==> config.mk <==
export PLATFORM = sky130hd
export DESIGN_NAME = nnrv_mem_arb
export DESIGN_NICKNAME = d
export VERILOG_FILES = /design/src/rtl/nnrv_pkg.sv /design/src/rtl/nnrv_load_align.sv /design/src/rtl/nnrv_mem_arb.sv
export SDC_FILE = /design/constraint.sdc
export NUM_CORES = 1
export LEC_CHECK = 0
export CORE_AREA = 2 2 97 99
export DETAILED_ROUTE_END_ITERATION = 7
export DIE_AREA = 0 0 99 101
export MAX_ROUTING_LAYER = met4
export PLACE_DENSITY = 0.77
export SLEW_MARGIN = 40
export SYNTH_ARGS = -nofsm -noshare
export SYNTH_HDL_FRONTEND = slang
export SYNTH_SLANG_ARGS = --single-unit
==> constraint.sdc <==
create_clock -name i_clk -period 2.35 [get_ports i_clk]
set_input_delay 0.3525 -clock i_clk [delete_from_list [all_inputs] [get_ports i_clk]]
set_output_delay 0.3525 -clock i_clk [all_outputs]
set_load 0.005 [all_outputs]
==> src/rtl/nnrv_pkg.sv <==
// Shared defaults, return-tracking state encoding and load width codes.
// Latency: none (declarations only).
// Backpressure: not applicable.
package nnrv_pkg;

  localparam int XLEN_DEF       = 32;
  localparam int ADDR_WIDTH_DEF = 8;
  localparam int STARVE_MAX_DEF = 4;

  // Which read return, if any, is due from the RAM in the next cycle.
  typedef enum logic [1:0] {
    ST_IDLE   = 2'd0,
    ST_RET_IF = 2'd1,
    ST_RET_D  = 2'd2
  } arb_state_t;

  // Byte-lane mask patterns after normalising to lane 0.
  localparam logic [3:0] MW_BYTE = 4'b0001;
  localparam logic [3:0] MW_HALF = 4'b0011;
  localparam logic [3:0] MW_WORD = 4'b1111;

endpackage

==> src/rtl/nnrv_load_align.sv <==
// Load alignment: shift the RAM word down to lane 0 and sign/zero-extend it.
// Latency: combinational.
// Backpressure: none; a pure function of its inputs.
module nnrv_load_align
  import nnrv_pkg::*;
#(
  parameter int XLEN = XLEN_DEF
) (
  input  logic [XLEN-1:0] rdata,
  input  logic [1:0]      addr_lo,
  input  logic [3:0]      mask,
  input  logic            sign,
  output logic [XLEN-1:0] result
);

  logic [XLEN-1:0] shifted;
  logic [3:0]      mask_n;

  // Normalise the word and mask to lane 0, then pick the access width from the mask.
  always_comb begin
    shifted = rdata >> {addr_lo, 3'b000};
    mask_n  = mask >> addr_lo;
    result  = rdata;
    case (mask_n)
      MW_BYTE: result = {{(XLEN-8){sign & shifted[7]}}, shifted[7:0]};
      MW_HALF: result = {{(XLEN-16){sign & shifted[15]}}, shifted[15:0]};
      MW_WORD: result = shifted;
      // Unrecognised masks hand back the raw RAM word.
      default: result = rdata;
    endcase
  end

endmodule

==> src/rtl/nnrv_mem_arb.sv <==
// Fetch/data arbiter in front of one single-port synchronous RAM, with load alignment.
// Latency: grant is combinational; read data returns exactly one cycle after the grant.
// Backpressure: requesters hold until ack; data wins unless fetch has starved STARVE_MAX grants.
module nnrv_mem_arb
  import nnrv_pkg::*;
#(
  parameter int XLEN       = XLEN_DEF,
  parameter int ADDR_WIDTH = ADDR_WIDTH_DEF,
  parameter int STARVE_MAX = STARVE_MAX_DEF
) (
  input  logic                  i_clk,
  input  logic                  i_rst_n,
  input  logic                  i_if_req,
  input  logic [XLEN-1:0]       i_if_addr,
  output logic                  o_if_ack,
  output logic                  o_if_rvalid,
  output logic [XLEN-1:0]       o_if_rdata,
  input  logic                  i_d_rd_en,
  input  logic                  i_d_wr_en,
  input  logic [XLEN-1:0]       i_d_addr,
  input  logic [XLEN-1:0]       i_d_wdata,
  input  logic [3:0]            i_d_mask,
  input  logic                  i_d_sign,
  output logic                  o_d_ack,
  output logic                  o_d_rvalid,
  output logic [XLEN-1:0]       o_d_rdata,
  output logic                  o_ram_en,
  output logic [3:0]            o_ram_we,
  output logic [ADDR_WIDTH-1:0] o_ram_addr,
  output logic [XLEN-1:0]       o_ram_wdata,
  input  logic [XLEN-1:0]       i_ram_rdata
);

  localparam int SW = $clog2(STARVE_MAX + 1);
  localparam logic [SW-1:0] STARVE_SAT = SW'(STARVE_MAX);

  arb_state_t      state;
  logic [SW-1:0]   starve_cnt;
  logic [1:0]      sv_addr_lo;
  logic [3:0]      sv_mask;
  logic            sv_sign;

  logic            d_req;
  logic            starved;
  logic            if_grant;
  logic            d_grant;
  logic            ld_grant;
  logic [XLEN-1:0] ld_result;

  // Per-cycle arbitration; everything is held off while reset is asserted.
  always_comb begin
    d_req    = i_d_rd_en | i_d_wr_en;
    starved  = (starve_cnt == STARVE_SAT);
    if_grant = i_rst_n & i_if_req & (~d_req | starved);
    d_grant  = i_rst_n & d_req & ~if_grant;
    // A store wins over a simultaneous load request; only pure loads return data.
    ld_grant = d_grant & ~i_d_wr_en;
  end

  assign o_if_ack = if_grant;
  assign o_d_ack  = d_grant;

  // RAM command for whichever requester was granted; idle when nobody was.
  always_comb begin
    o_ram_en    = if_grant | d_grant;
    o_ram_we    = 4'b0000;
    o_ram_addr  = '0;
    o_ram_wdata = i_rst_n ? i_d_wdata : '0;
    if (if_grant) begin
      o_ram_addr = i_if_addr[ADDR_WIDTH+1:2];
    end else if (d_grant) begin
      o_ram_addr = i_d_addr[ADDR_WIDTH+1:2];
      o_ram_we   = i_d_wr_en ? i_d_mask : 4'b0000;
    end
  end

  // Return tracker: remember which read is coming back next cycle.
  always_ff @(posedge i_clk) begin
    if (!i_rst_n) begin
      state <= ST_IDLE;
    end else if (if_grant) begin
      state <= ST_RET_IF;
    end else if (ld_grant) begin
      state <= ST_RET_D;
    end else begin
      state <= ST_IDLE;
    end
  end

  // Starvation counter: counts data grants that overtook a waiting fetch.
  always_ff @(posedge i_clk) begin
    if (!i_rst_n) begin
      starve_cnt <= '0;
    end else if (if_grant || !i_if_req) begin
      starve_cnt <= '0;
    end else if (d_grant && !starved) begin
      starve_cnt <= starve_cnt + 1'b1;
    end
  end

  // Capture the alignment controls of a granted load for use on its return.
  always_ff @(posedge i_clk) begin
    if (!i_rst_n) begin
      sv_addr_lo <= 2'b00;
      sv_mask    <= 4'b0000;
      sv_sign    <= 1'b0;
    end else if (ld_grant) begin
      sv_addr_lo <= i_d_addr[1:0];
      sv_mask    <= i_d_mask;
      sv_sign    <= i_d_sign;
    end
  end

  nnrv_load_align #(
    .XLEN(XLEN)
  ) u_load_align (
    .rdata  (i_ram_rdata),
    .addr_lo(sv_addr_lo),
    .mask   (sv_mask),
    .sign   (sv_sign),
    .result (ld_result)
  );

  // Returns are suppressed while reset is low so a pending read is discarded.
  always_comb begin
    o_if_rvalid = (state == ST_RET_IF) & i_rst_n;
    o_d_rvalid  = (state == ST_RET_D) & i_rst_n;
    o_if_rdata  = o_if_rvalid ? i_ram_rdata : '0;
    o_d_rdata   = o_d_rvalid ? ld_result : '0;
  end

  // Address bits outside the RAM word index are intentionally ignored.
  logic unused_addr_bits;
  assign unused_addr_bits = ^{i_if_addr[XLEN-1:ADDR_WIDTH+2], i_if_addr[1:0],
                              i_d_addr[XLEN-1:ADDR_WIDTH+2]};

endmodule

==> impl_metrics.json <==
{
  "rr_startpoint": "starve_cnt[0]",
  "r2r.worst_path.cells": 8,
  "drv_cap": 0,
  "period_share_pct": 111.7,
  "power_frac_clock_pct": 20.1,
  "synth-seq-cells": 12,
  "synth.avg_cell_area_um2": 7.337,
  "clock_skew_ns": 0.001331,
  "ys.flop_type": "dfxtp_1",
  "worstMarginPinSlew_ns": 0.4345,
  "design_area_mm2": 0.004962,
  "io_buffers": 204,
  "detail-route-antenna-nets": 0,
  "slew_headroom_pct": 71.03,
  "p_int_uw": 763.8,
  "rows": 35,
  "ios": 251,
  "ir_drop_v": 0.0002892,
  "syn_to_final_growth_pct": 135.7,
  "dr.pass1.iters": 4,
  "final_net_count": 695,
  "cts_sinks": 12,
  "min_to": "starve_cnt[0]",
  "clkSlewWorstSetupHoldPaths_ns": 0.05,
  "diodes": 0,
  "arrival_ns": 2.27,
  "grt_pass1_vias": 3262,
  "r2r-end": "sv_mask[2]",
  "startpoint_type": "register",
  "timing.final.max_slew_violations": 0,
  "n_fill_cell": 785,
  "tritoncts": "built",
  "vias": 3282,
  "drt_iter0_drc": 93,
  "wl_um": 10630,
  "r2r_slack_ns": 0.55,
  "worst_ep_required_time_ns": 2.00,
  "core_mm2": 0.008977,
  "worstHoldPathType": "reg2reg",
  "preCtsSetupSlack_ns": -0.7754,
  "cts_buffer_depth": 2,
  "power_switching_uw": 339.4,
  "yosys_warnings": 0,
  "clock_latency_ns": 0.24,
  "routedWlPerCell_um": 15.99,
  "min_period_ns": 2.624,
  "synth_area_mm2": 0.002106,
  "ys_types": 47,
  "final-setup-viol-count": 30,
  "hold_depth": 1,
  "antenna_found_initial": 0,
  "gp_congestion": 0.8696,
  "ctsHoldBuffers": 0,
  "die_h_um": 101,
  "end_kind": "output port",
  "synth_edf_count": 0,
  "track_usage_pct": 19.77,
  "fmax_mhz": 381.1,
  "setup_slack_ns": -0.2739,
  "drive_gt1_share_pct": 30.87,
  "rsz0062_at_grt": "true",
  "start_util_pct": 23.46,
  "cts-root-buf": "clkbuf_8",
  "syn_nets": 427,
  "cp_top_family": "compound AO/OA/AOI/OAI gates",
  "seq_power_share_pct": 19.7,
  "crit_chain": "or4b_4 > a221o_1 > a211oi_2 > buf_4 > nor3_4 > buf_6 > a21oi_2 > buf_2",
  "place_area_mm2": 0.004429,
  "total_power_mw": 1.103,
  "p_comb_share_pct": 60.2,
  "grt_pass1_wl_um": 15810,
  "slowest_delay_ns": 0.51,
  "dp_hpwl_um": 8016,
  "htree_levels": 1,
  "vias_per_cell": 4.935,
  "grt_max_degree": 34,
  "async_reset_ff_share_pct": 0,
  "cts_inserted_buffers": 3,
  "final_hold_viol_count": 0,
  "tns_ns": -5.286,
  "violations": "negative setup slack",
  "outcome": "finished, violations left",
  "holdCritStartpoint": "starve_cnt[0]",
  "crit_buf_inv": 3,
  "powerDensity_mw_per_mm2": 222.3,
  "crit_type": "reg2out",
  "p_sw_share_pct": 30.76,
  "finalHoldWorstSlack_ns": 0.4714,
  "syn_inst": 287,
  "worstPathMaxFanout": 7,
  "grt_remaining_overflow": 0,
  "die_area_mm2": 0.009999,
  "fp.dieW_um": 99,
  "seq_area_frac_synth_pct": 11.41,
  "cpMaxStageDelayCell": "or4b_4",
  "drc": 0,
  "p_leak_nw": 2.331
}
==> power by group through the flow <==
stage / Combinational [mW] / Sequential, mW / Clock [mW]
finish: 0.664 / 0.218 / 0.222
floorplan: 0.198 / 0.224 / 0
detailed placement: 0.574 / 0.222 / 0
CTS: 0.623 / 0.218 / 0.229
global route: 0.706 / 0.219 / 0.243
global placement: 0.565 / 0.222 / 0
==> state kept, by name, indices dropped and copies added (netlist names) <==
| signal | cells |
|---|---|
| sv_sign | 1 |
| sv_addr_lo | 2 |
| state | 2 |
| starve_cnt | 3 |
| sv_mask | 4 |
==> stage by stage <==
step                cells  util [%]
floorplan             287         -
global placement      618     49.34
detailed placement    618     49.34
CTS                   651     52.72
global route          665     55.28
finish                665     55.28
==> cells in the final DEF (no fill, tap or decap), types with 2 or more instances in the layout <==
master           instances
a211oi_2                 2
a21o_1                   3
a21o_4                   4
a21oi_1                 11
a21oi_2                  7
a22o_1                   8
and2_1                  64
and2_4                   2
and3_1                   4
and3b_2                  2
buf_2                   27
buf_4                   51
buf_6                   33
clkbuf_2                 2
clkbuf_8                 4
clkdlybuf4s50_1        154
dfxtp_1                  8
dfxtp_2                  2
dfxtp_4                  2
dlygate4sd2_1           14
dlymetal6s2s_1           3
ha_1                     2
inv_1                    8
mux2_2                   2
mux2i_1                 15
nand2_1                 17
nand2_2                  4
nand3_1                  2
nand4_1                  8
nor2_1                  15
nor2b_1                  8
o211a_1                 15
o21ai_0                 15
o21ai_1                  2
o21ai_2                  8
==> layer usage <==
metal	wire (µm)	vias up	track usage (%)	part of all wire [%]
li1	-	1551	-	-
met1	4047	1518	21.60	38
met2	5575	171	35.45	52
met3	638	42	2.982	6.0
met4	370	0	8.851	3.5
met5	0	-	-	0
==> layout make-up <==
class,count,area (µm²),area share (%)
Sequential cell,12,250.2,5.043
Multi-Input combinational cell,244,1852,37.32
Inverter,8,30.03,0.6051
Tap cell,111,138.9,2.799
Clock buffer,4,55.05,1.109
Timing Repair Buffer,286,2636,53.13
==> worst max path at each step <==
stage,from,endpoint,slack [ns],cells after the start
after floorplan,sv_addr_lo[0],o_d_rdata[10],0.21,5
after global placement,i_ram_rdata[15],o_d_rdata[15],-0.72,7
after detailed placement,i_ram_rdata[7],o_d_rdata[14],-0.78,7
after CTS,sv_addr_lo[1],o_d_rdata[20],-0.32,8
after global routing,sv_mask[2],o_d_rdata[16],-0.34,8
final,sv_addr_lo[1],o_d_rdata[20],-0.27,8
==> cells in the mapped netlist (2+ instances only) <==
cell	number	area share (%)
and3b_2	2	0.95
nand2_1	21	3.7
a21oi_1	19	4.5
nand3_1	2	0.48
clkbuf_1	14	2.5
nor2b_1	8	2.4
and2_1	66	20
a21o_2	5	2.1
ha_1	2	1.2
a31oi_1	2	0.59
a22o_1	8	3.3
o211a_1	15	7.1
a21boi_0	2	0.71
mux2_2	2	1.1
inv_1	8	1.4
buf_2	3	0.71
dfxtp_1	12	11
nand4_1	8	2.4
o21ai_0	25	5.9
bufbuf_16	2	3.1
nor2_1	15	2.7
clkbuf_8	2	1.3
mux2i_1	15	7.1
and3_1	4	1.2
a21o_1	3	1.1
==> timing repair <==
| item | CTS | global route |
|---|---|---|
| buffers inserted | 28 | 16 |
| resized for setup | 192 | 55 |
| endpoints found under the setup margin | 78 | 35 |
| pin swaps | 17 | 18 |
| cloned | 2 | 0 |
==> cell families after synthesis <==
family	after synthesis	synth area share, %
buffers and inverters	31	9.744
multiplexers	18	9.447
adder cells (fa/ha/maj)	2	1.188
flip-flops	12	11.41
AND/OR/NAND/NOR	132	36.36
AO/OA/AOI/OAI	91	31.43
XOR/XNOR	1	0.4160
(Power assumes the default switching activity.)
